===== config.mk =====
export PLATFORM = sky130hd
export DESIGN_NAME = cpu_regfile
export DESIGN_NICKNAME = d
export VERILOG_FILES = /design/src/rtl/cpu_pkg.sv /design/src/rtl/regfile_next.sv /design/src/rtl/cpu_regfile.sv
export SDC_FILE = /design/constraint.sdc
export NUM_CORES = 1
export LEC_CHECK = 0
export CAP_MARGIN = 15
export CORE_MARGIN = 2
export CORE_UTILIZATION = 45
export CTS_BUF_LIST = sky130_fd_sc_hd__clkbuf_8
export DETAILED_ROUTE_END_ITERATION = 16
export HOLD_SLACK_MARGIN = 0.12
export PLACE_DENSITY_LB_ADDON = 0.25
export SETUP_SLACK_MARGIN = 0.1
export SLEW_MARGIN = 15
export SYNTH_ARGS = -nofsm -noshare
export SYNTH_HDL_FRONTEND = slang
export SYNTH_HIERARCHICAL = 1
export SYNTH_SLANG_ARGS = --single-unit

===== constraint.sdc =====
create_clock -name clk -period 3.7 [get_ports clk]
set_input_delay 0.555 -clock clk [delete_from_list [all_inputs] [get_ports clk]]
set_output_delay 0.555 -clock clk [all_outputs]
set_load 0.03 [all_outputs]

===== src/rtl/cpu_pkg.sv =====
// Shared CPU datapath constants: write-port modify modes and default data width.
// Pure declarations; no latency or flow control.
// Imported by the register file and its next-value logic.
package cpu_pkg;

    localparam int CPU_WIDTH = 16;

    localparam logic [1:0] MODE_LOAD = 2'b00;
    localparam logic [1:0] MODE_INC  = 2'b01;
    localparam logic [1:0] MODE_DEC  = 2'b10;
    localparam logic [1:0] MODE_CLR  = 2'b11;

endpackage


===== src/rtl/regfile_next.sv =====
// Next-value computation for the register file write port (load/inc/dec/clear).
// Purely combinational, zero latency.
// No flow control; result is consumed by the commit path and the read bypass.
module regfile_next
    import cpu_pkg::*;
#(
    parameter int WIDTH = CPU_WIDTH
) (
    input  logic [WIDTH-1:0] oldVal,
    input  logic [1:0]       wmode,
    input  logic [WIDTH-1:0] wdata,
    output logic [WIDTH-1:0] nv,
    output logic             wrapNext
);

    always_comb begin
        nv       = oldVal;
        wrapNext = 1'b0;
        case (wmode)
            MODE_LOAD: nv = wdata;
            MODE_INC: begin
                nv       = oldVal + WIDTH'(1);
                wrapNext = (oldVal == '1);
            end
            MODE_DEC: begin
                nv       = oldVal - WIDTH'(1);
                wrapNext = (oldVal == '0);
            end
            MODE_CLR: nv = '0;
            default:  nv = oldVal;
        endcase
    end

endmodule


===== src/rtl/cpu_regfile.sv =====
// DEPTH x WIDTH register file: one modify-in-place write port, two read ports.
// Reads and wrap flag are registered, 1-cycle latency; same-cycle writes bypass to reads.
// No backpressure: a write or read is accepted every cycle.
module cpu_regfile
    import cpu_pkg::*;
#(
    parameter int WIDTH   = CPU_WIDTH,
    parameter int DEPTH   = 8,
    parameter int ADDR_W  = $clog2(DEPTH),
    parameter bit ZERO_R0 = 1'b0
) (
    input  logic              clk,
    input  logic              rst,
    input  logic              we,
    input  logic [1:0]        wmode,
    input  logic [ADDR_W-1:0] waddr,
    input  logic [WIDTH-1:0]  wdata,
    input  logic [ADDR_W-1:0] raddr_a,
    input  logic [ADDR_W-1:0] raddr_b,
    output logic [WIDTH-1:0]  rdata_a,
    output logic [WIDTH-1:0]  rdata_b,
    output logic [DEPTH-1:0]  valid,
    output logic              wrap
);

    logic [WIDTH-1:0] regs [DEPTH];
    logic [WIDTH-1:0] oldVal;
    logic [WIDTH-1:0] nv;
    logic             wrapNext;
    logic             wrEn;
    logic [WIDTH-1:0] rdNextA;
    logic [WIDTH-1:0] rdNextB;

    assign oldVal = regs[waddr];

    // With ZERO_R0 the hard-wired zero register swallows writes entirely.
    assign wrEn = we && !(ZERO_R0 && (waddr == '0));

    regfile_next #(.WIDTH(WIDTH)) uNext (
        .oldVal   (oldVal),
        .wmode    (wmode),
        .wdata    (wdata),
        .nv       (nv),
        .wrapNext (wrapNext)
    );

    always_comb begin
        rdNextA = regs[raddr_a];
        if (ZERO_R0 && (raddr_a == '0)) begin
            rdNextA = '0;
        end else if (wrEn && (raddr_a == waddr)) begin
            rdNextA = nv;
        end
    end

    always_comb begin
        rdNextB = regs[raddr_b];
        if (ZERO_R0 && (raddr_b == '0)) begin
            rdNextB = '0;
        end else if (wrEn && (raddr_b == waddr)) begin
            rdNextB = nv;
        end
    end

    always_ff @(posedge clk) begin
        if (rst) begin
            for (int i = 0; i < DEPTH; i++) begin
                regs[i] <= '0;
            end
            valid   <= '0;
            rdata_a <= '0;
            rdata_b <= '0;
            wrap    <= 1'b0;
        end else begin
            if (wrEn) begin
                regs[waddr]  <= nv;
                valid[waddr] <= 1'b1;
            end
            rdata_a <= rdNextA;
            rdata_b <= rdNextB;
            wrap    <= wrEn && wrapNext;
        end
    end

endmodule


==> flow_results.xml, run 1 <==
<?xml version="1.0" encoding="UTF-8"?>
<metrics>
  <group name="setup_path">
    <metric name="reg2reg_depth" unit="">14</metric>
    <metric name="timing.critical_path.slowest_stage_cell" unit="">mux2_2</metric>
    <metric name="path_delay_family" unit="">compound AO/OA/AOI/OAI gates</metric>
    <metric name="worst_endpoint_data_arrival_time" unit="ns">3.84</metric>
    <metric name="critical_path.max_stage_delay" unit="ns">0.35</metric>
    <metric name="cp_cell_sequence" unit="">buf_2 &gt; buf_4 &gt; mux2_2 &gt; a221oi_1 &gt; o21ai_1 &gt; buf_4 &gt; nor3_1 &gt; a32oi_1 &gt; o21ai_0 &gt; buf_4 &gt; xnor2_1 &gt; o31ai_1 &gt; buf_4 &gt; o21ai_0 &gt; a21oi_1</metric>
    <metric name="critical_path_peak_fanout" unit="">8</metric>
    <metric name="startpoint_type" unit="">input port</metric>
    <metric name="critPathCaptureType" unit="">register</metric>
    <metric name="cp.depth" unit="">15</metric>
    <metric name="criticalPathCategory" unit="">input port to register</metric>
    <metric name="critPathBufInv" unit="">5</metric>
    <metric name="path_common_cell" unit="">buf_4</metric>
    <metric name="worst_ep_required_time" unit="ns">4.08</metric>
  </group>
  <group name="min_path">
    <metric name="holdCritPathClass" unit="">register to register</metric>
    <metric name="hold_depth" unit="">1</metric>
  </group>
  <group name="clock_tree">
    <metric name="cts_root_buf" unit="">clkbuf_8</metric>
    <metric name="postCtsSetupRepairBufs" unit="">0</metric>
    <metric name="cts.sink_count" unit="">169</metric>
    <metric name="latest_clock_arrival_within_the_worst_skew_pair" unit="ns">0.49</metric>
    <metric name="cts_max_level" unit="">4</metric>
    <metric name="clockBufferDepth" unit="">2</metric>
    <metric name="cts_tree" unit="">built</metric>
    <metric name="cts_inserted_buffers" unit="">17</metric>
    <metric name="clk_pin_slew" unit="ns">0.09</metric>
  </group>
  <group name="yosys">
    <metric name="postSynthAreaPerCell" unit="sq um">12.14</metric>
    <metric name="syn_nets" unit="">928</metric>
    <metric name="synth_sequential_area_ratio" unit="">0.4309</metric>
    <metric name="synth.ff_latch_count" unit="">169</metric>
    <metric name="synth_top_flop_cell" unit="">edfxtp_1</metric>
    <metric name="synth-edff-count" unit="">128</metric>
    <metric name="synth_area" unit="sq mm">0.01083</metric>
    <metric name="synth_cells" unit="">892</metric>
    <metric name="fraction_of_registers_with_async_set_or_reset_after_synthesis" unit="">0</metric>
    <metric name="ys.warnings.count" unit="">6</metric>
    <metric name="post_synth_num_cell_types" unit="">77</metric>
  </group>
  <group name="grt">
    <metric name="global_route_wire_length_before_repair" unit="mm">49.29</metric>
    <metric name="grt_start_max_net_pins" unit="">47</metric>
    <metric name="grt_antenna_before_repair" unit="">0</metric>
    <metric name="first_global_vias" unit="">8094</metric>
    <metric name="groute.usage.overall" unit="">0.2576</metric>
    <metric name="grt_overflow" unit="">0</metric>
  </group>
  <group name="sta">
    <metric name="grt_setup_unrepaired" unit="">true</metric>
    <metric name="max-slew-margin-rel" unit="">0.2297</metric>
    <metric name="fin_skew" unit="ns">0.01754</metric>
    <metric name="timing.setup.tns" unit="ns">0</metric>
    <metric name="hold_viol" unit="">0</metric>
    <metric name="fin_hold_ws" unit="ns">0.4565</metric>
    <metric name="final_critical_path_time_including_i_o_delays_and_setup" unit="ns">3.464</metric>
    <metric name="worstMarginPinSlew" unit="ns">1.155</metric>
    <metric name="final-max-slew-violation-count" unit="">0</metric>
    <metric name="final.period_utilization" unit="">0.9361</metric>
    <metric name="fin_ws" unit="ns">0.2363</metric>
    <metric name="count_of_endpoints_failing_setup_in_the_final_report" unit="">0</metric>
    <metric name="achievable-frequency" unit="GHz">0.2887</metric>
  </group>
  <group name="run_status">
    <metric name="status" unit="">finished, final reports clean</metric>
  </group>
  <group name="floorplanning">
    <metric name="std_cell_rows" unit="">56</metric>
    <metric name="die-height" unit="um">159.1</metric>
    <metric name="io_pins" unit="">71</metric>
    <metric name="floorplan.initialDensity" unit="">0.4598</metric>
    <metric name="fp.dieArea" unit="sq mm">0.02531</metric>
    <metric name="core_area" unit="sq mm">0.02354</metric>
    <metric name="die-width" unit="um">159.1</metric>
  </group>
  <group name="place">
    <metric name="post-place-cells" unit="">1335</metric>
    <metric name="hpwl_dp" unit="mm">22.75</metric>
    <metric name="io_buffer_count" unit="">70</metric>
    <metric name="placement.setup.worst_slack" unit="ns">-0.2165</metric>
    <metric name="finalWeightedCongestion" unit="">0.9241</metric>
  </group>
  <group name="route">
    <metric name="ant_nets" unit="">0</metric>
    <metric name="firstDrtPassIters" unit="">4</metric>
    <metric name="dr.first_iter.drc_count" unit="">656</metric>
    <metric name="vias_per_cell" unit="">6.116</metric>
    <metric name="wl_per_cell" unit="um">23.77</metric>
    <metric name="drt-total-wl" unit="mm">32.50</metric>
    <metric name="via_count_of_the_routed_design" unit="">8360</metric>
    <metric name="drc_violations" unit="">0</metric>
  </group>
  <group name="pwr">
    <metric name="power.static_leakage" unit="nW">5.155</metric>
    <metric name="worst_ir_drop_vdd" unit="V">0.0002317</metric>
    <metric name="powerDensity" unit="mW/mm^2">372.5</metric>
  </group>
  <group name="cells_and_area">
    <metric name="antenna-diode-count" unit="">0</metric>
    <metric name="fillCellCount" unit="">1982</metric>
    <metric name="final_cell_mix" unit="">and2_1 (135), edfxtp_1 (128), buf_4 (126), clkdlybuf4s50_1 (65), o21ai_0 (55)</metric>
    <metric name="final_layout_size_suffix_gt1_frac" unit="">0.2347</metric>
    <metric name="nets" unit="">1071</metric>
    <metric name="final_common_cell" unit="">and2_1</metric>
    <metric name="fin_cells" unit="">1367</metric>
    <metric name="layout.core_utilization" unit="">0.5528</metric>
    <metric name="post_synthesis_to_final_layout_area_growth" unit="%">20.23</metric>
  </group>
  <group name="run">
    <metric name="drv_cap" unit="">0</metric>
  </group>
</metrics>
[cells by family after synthesis]
family / share of synthesized area
AOI/OAI and AO/OA: 0.1167
DFF: 0.4309
xor gates and xnor gates: 0.01780
and+or+nand+nor: 0.1552
muxes: 0.2262
buffers and inverters: 0.04623
adders and majority gates: 0.006935
[path summary, 6_finish.rpt]
path | to | startpoint | slack, ns
min reg2reg | valid[7]$_SDFFE_PP0P_ | valid[7]$_SDFFE_PP0P_ | 0.46
max | rdata_a[7]$_SDFF_PP0_ | waddr[2] | 0.24
min | valid[7]$_SDFFE_PP0P_ | valid[7]$_SDFFE_PP0P_ | 0.46
max reg2reg | rdata_b[6]$_SDFF_PP0_ | regs[5][2]$_SDFFCE_PN0P_ | 0.36
[power by group]
part,switching (mW),total [mW],internal (mW)
combinational,0.625,1.14,0.510
clock,0.746,1.52,0.770
sequential,0.0628,2.20,2.13
total,1.43,4.85,3.41
[per-stage QoR]
| stage | area (sq um) | power, mW |
|---|---|---|
| final | 13020 | 4.848 |
| after global routing | 13020 | 5.013 |
| after CTS | 12990 | 4.839 |
| after detailed placement | 12530 | 3.350 |
| after global placement | 12530 | 3.337 |
| after floorplan | 10870 | 2.872 |
[layer usage]
layer	GRT usage	up-vias	wire [um]
met5	0	-	0
met4	0.09711	0	954
met3	0.04741	68	2470
met2	0.4190	410	15280
met1	0.3455	4121	13790
li1	-	3761	-
[cell usage after synthesis, drive strengths merged, types with 7 or more instances]
master	n	area (sq um)
and2	135	844.6
edfxtp	128	3844
mux4	72	1809
o21ai	65	325.3
buf	49	346.6
mux2i	47	470.5
a21oi	43	230.2
dfxtp	41	820.8
nand2	40	160.2
clkbuf	29	116.4
nor2	29	123.9
xnor2	17	148.9
mux2	15	168.9
a221oi	14	122.6
nor3	13	92.59
nand3	12	60.06
a21o	10	75.07
inv	9	33.78
a22oi	7	52.55
nor2b	7	51.30
[final cells by class]
type / count / area (sq um) / share of cell area
inverters: 10 / 37.54 / 0.002884
repair buffers: 202 / 1742 / 0.1338
clock inverters: 14 / 207.7 / 0.01596
well taps: 319 / 399.1 / 0.03067
clock buffers: 18 / 247.7 / 0.01903
multi-input cells: 635 / 5717 / 0.4392
flip-flops and latches: 169 / 4664 / 0.3584
[sequential cells by signal, summed over array words and instances (netlist names)]
signal and flops:
regs 128, rdata_a 16, rdata_b 16, valid 8, wrap 1
[repair_timing]
item	4_1_cts	5_1_grt
setup endpoints to repair	0	29
hold buffers	0	0
gates resized for setup	0	6
Note: power is estimated with default switching activity, not from simulation.
==> run 2: changes to the inputs <==
--- a/config.mk
+++ b/config.mk
@@ -10,6 +10,7 @@
 export CORE_UTILIZATION = 45
 export CTS_BUF_LIST = sky130_fd_sc_hd__clkbuf_8
 export DETAILED_ROUTE_END_ITERATION = 16
+export DONT_BUFFER_PORTS = 1
 export HOLD_SLACK_MARGIN = 0.12
 export PLACE_DENSITY_LB_ADDON = 0.25
 export SETUP_SLACK_MARGIN = 0.1
==> flow_results.xml, run 2 (synthesis gave the netlist of run 1 again) <==
<?xml version="1.0" encoding="UTF-8"?>
<metrics>
  <group name="run_status">
    <metric name="status" unit="">finished, final reports clean</metric>
  </group>
  <group name="floorplanning">
    <metric name="core_area" unit="sq mm">0.02354</metric>
    <metric name="io_pins" unit="">71</metric>
    <metric name="std_cell_rows" unit="">56</metric>
    <metric name="fp.dieArea" unit="sq mm">0.02531</metric>
    <metric name="floorplan.initialDensity" unit="">0.4598</metric>
    <metric name="die-height" unit="um">159.1</metric>
    <metric name="die-width" unit="um">159.1</metric>
  </group>
  <group name="setup_path">
    <metric name="critical_path_peak_fanout" unit="">10</metric>
    <metric name="worst_endpoint_data_arrival_time" unit="ns">3.82</metric>
    <metric name="cp_cell_sequence" unit="">mux2_2 &gt; a221oi_1 &gt; o21ai_1 &gt; ha_2 &gt; and4b_1 &gt; or4_4 &gt; a21oi_4 &gt; buf_4 &gt; a211oi_1 &gt; o211ai_1 &gt; buf_4 &gt; o21ai_0 &gt; a21oi_1</metric>
    <metric name="critPathBufInv" unit="">2</metric>
    <metric name="criticalPathCategory" unit="">register to register</metric>
    <metric name="critPathCaptureType" unit="">register</metric>
    <metric name="path_common_cell" unit="">buf_4</metric>
    <metric name="worst_ep_required_time" unit="ns">4.09</metric>
    <metric name="critical_path.max_stage_delay" unit="ns">0.57</metric>
    <metric name="path_delay_family" unit="">compound AO/OA/AOI/OAI gates</metric>
    <metric name="timing.critical_path.slowest_stage_cell" unit="">or4_4</metric>
    <metric name="startpoint_type" unit="">register</metric>
  </group>
  <group name="grt">
    <metric name="global_route_wire_length_before_repair" unit="mm">49.14</metric>
    <metric name="met2_usage" unit="">0.4194</metric>
    <metric name="met3_usage" unit="">0.05757</metric>
    <metric name="first_global_vias" unit="">7668</metric>
    <metric name="grt_overflow" unit="">0</metric>
    <metric name="gr-max-usage-layer" unit="">met2</metric>
    <metric name="met1_usage" unit="">0.3508</metric>
    <metric name="grt_antenna_before_repair" unit="">0</metric>
    <metric name="groute.usage.overall" unit="">0.2577</metric>
    <metric name="grt_start_max_net_pins" unit="">57</metric>
  </group>
  <group name="sta">
    <metric name="fin_hold_ws" unit="ns">0.3065</metric>
    <metric name="hold_viol" unit="">0</metric>
    <metric name="final-max-slew-violation-count" unit="">0</metric>
    <metric name="grt_setup_unrepaired" unit="">false</metric>
    <metric name="fin_skew" unit="ns">0.01370</metric>
    <metric name="final_critical_path_time_including_i_o_delays_and_setup" unit="ns">3.428</metric>
    <metric name="timing.setup.tns" unit="ns">0</metric>
    <metric name="count_of_endpoints_failing_setup_in_the_final_report" unit="">0</metric>
    <metric name="max-slew-margin-rel" unit="">0.2214</metric>
    <metric name="achievable-frequency" unit="GHz">0.2918</metric>
    <metric name="final.period_utilization" unit="">0.9264</metric>
    <metric name="worstMarginPinSlew" unit="ns">1.167</metric>
  </group>
  <group name="run">
    <metric name="drv_cap" unit="">0</metric>
  </group>
  <group name="route">
    <metric name="via_count_of_the_routed_design" unit="">7925</metric>
    <metric name="firstDrtPassIters" unit="">6</metric>
    <metric name="drc_violations" unit="">0</metric>
    <metric name="ant_nets" unit="">0</metric>
    <metric name="dr.first_iter.drc_count" unit="">868</metric>
    <metric name="vias_per_cell" unit="">6.371</metric>
    <metric name="drt-total-wl" unit="mm">32.62</metric>
    <metric name="wl_per_cell" unit="um">26.22</metric>
  </group>
  <group name="place">
    <metric name="finalWeightedCongestion" unit="">0.8583</metric>
    <metric name="dpl_cell_area" unit="sq mm">0.01143</metric>
    <metric name="post-place-cells" unit="">1212</metric>
    <metric name="io_buffer_count" unit="">0</metric>
    <metric name="hpwl_dp" unit="mm">21.11</metric>
  </group>
  <group name="cells_and_area">
    <metric name="design_area" unit="sq mm">0.01187</metric>
    <metric name="largest_reg_flops" unit="">128</metric>
    <metric name="layout.core_utilization" unit="">0.5040</metric>
    <metric name="reg_top3" unit="">regs (128), rdata_a (16), rdata_b (16)</metric>
    <metric name="final_common_cell" unit="">and2_1</metric>
    <metric name="final_cell_mix" unit="">and2_1 (135), edfxtp_1 (128), buf_4 (75), o21ai_0 (53), mux4_1 (50)</metric>
    <metric name="nets" unit="">948</metric>
    <metric name="top_register" unit="">regs</metric>
    <metric name="fin_cells" unit="">1244</metric>
    <metric name="antenna-diode-count" unit="">0</metric>
    <metric name="post_synthesis_to_final_layout_area_growth" unit="%">9.604</metric>
    <metric name="final_layout_size_suffix_gt1_frac" unit="">0.1989</metric>
    <metric name="fillCellCount" unit="">2076</metric>
  </group>
  <group name="clock_tree">
    <metric name="cts_hold_repair.buffers" unit="">0</metric>
    <metric name="cts_root_buf" unit="">clkbuf_8</metric>
    <metric name="cts.sink_count" unit="">169</metric>
    <metric name="cts_max_level" unit="">4</metric>
    <metric name="cts_inserted_buffers" unit="">17</metric>
    <metric name="latest_clock_arrival_within_the_worst_skew_pair" unit="ns">0.47</metric>
    <metric name="cts_tree" unit="">built</metric>
    <metric name="clk_pin_slew" unit="ns">0.10</metric>
    <metric name="clockBufferDepth" unit="">2</metric>
  </group>
  <group name="pwr">
    <metric name="worst_ir_drop_vdd" unit="V">0.0002266</metric>
    <metric name="power.static_leakage" unit="nW">4.613</metric>
    <metric name="powerDensity" unit="mW/mm^2">382.0</metric>
  </group>
  <group name="min_path">
    <metric name="holdCritPathClass" unit="">input port to register</metric>
  </group>
</metrics>
## run 2: final timing paths
check                           start                endpoint  slack (ns)  cells after the start
max reg2reg  regs[5][0]$_SDFFCE_PN0P_  rdata_a[14]$_SDFF_PP0_        0.27                     13
min reg2reg     valid[4]$_SDFFE_PP0P_   valid[4]$_SDFFE_PP0P_        0.65                      1
min                        raddr_b[0]  rdata_b[13]$_SDFF_PP0_        0.31                      2
max          regs[5][0]$_SDFFCE_PN0P_  rdata_a[14]$_SDFF_PP0_        0.27                     13
## run 2: cell type report
class	count	area, sq um	share of cell area
Tap cell	319	399.1	0.03364
Sequential cell	169	4664	0.3931
Timing Repair Buffer	79	643.1	0.05420
Clock inverter	15	185.2	0.01561
Multi-Input combinational cell	635	5702	0.4805
Inverter	10	37.54	0.003164
Clock buffer	17	234.0	0.01972
## run 2: repair_timing
item                       in CTS  in global routing
pin swaps                       0                  0
setup endpoints to repair      10                  8
gates cloned                    0                  0
buffers inserted                0                  0
resized for setup               1                  3
## run 2: power by group
group / switching, mW / leakage, nW / internal, mW
sequential: 0.129 / 1.67 / 2.13
clock: 0.750 / 0.214 / 0.684
combinational: 0.452 / 2.73 / 0.385
## run 2: metal layers
layer  share of wire  vias up  wire, um
li1                -     3511         -
met3           0.087       40      2834
met1            0.42     3996     13710
met5               0        -         0
met4           0.017        0       557
met2            0.48      378     15510
## run 2: stage by stage
stage	total power, mW	setup slack, ns
5_1_grt	4.671	0.1224
6_report	4.533	0.2724
2_1_floorplan	2.872	0.08840
3_5_place_dp	3.128	-0.1381
4_1_cts	4.525	0.1828
3_3_place_gp	3.116	0.0006226
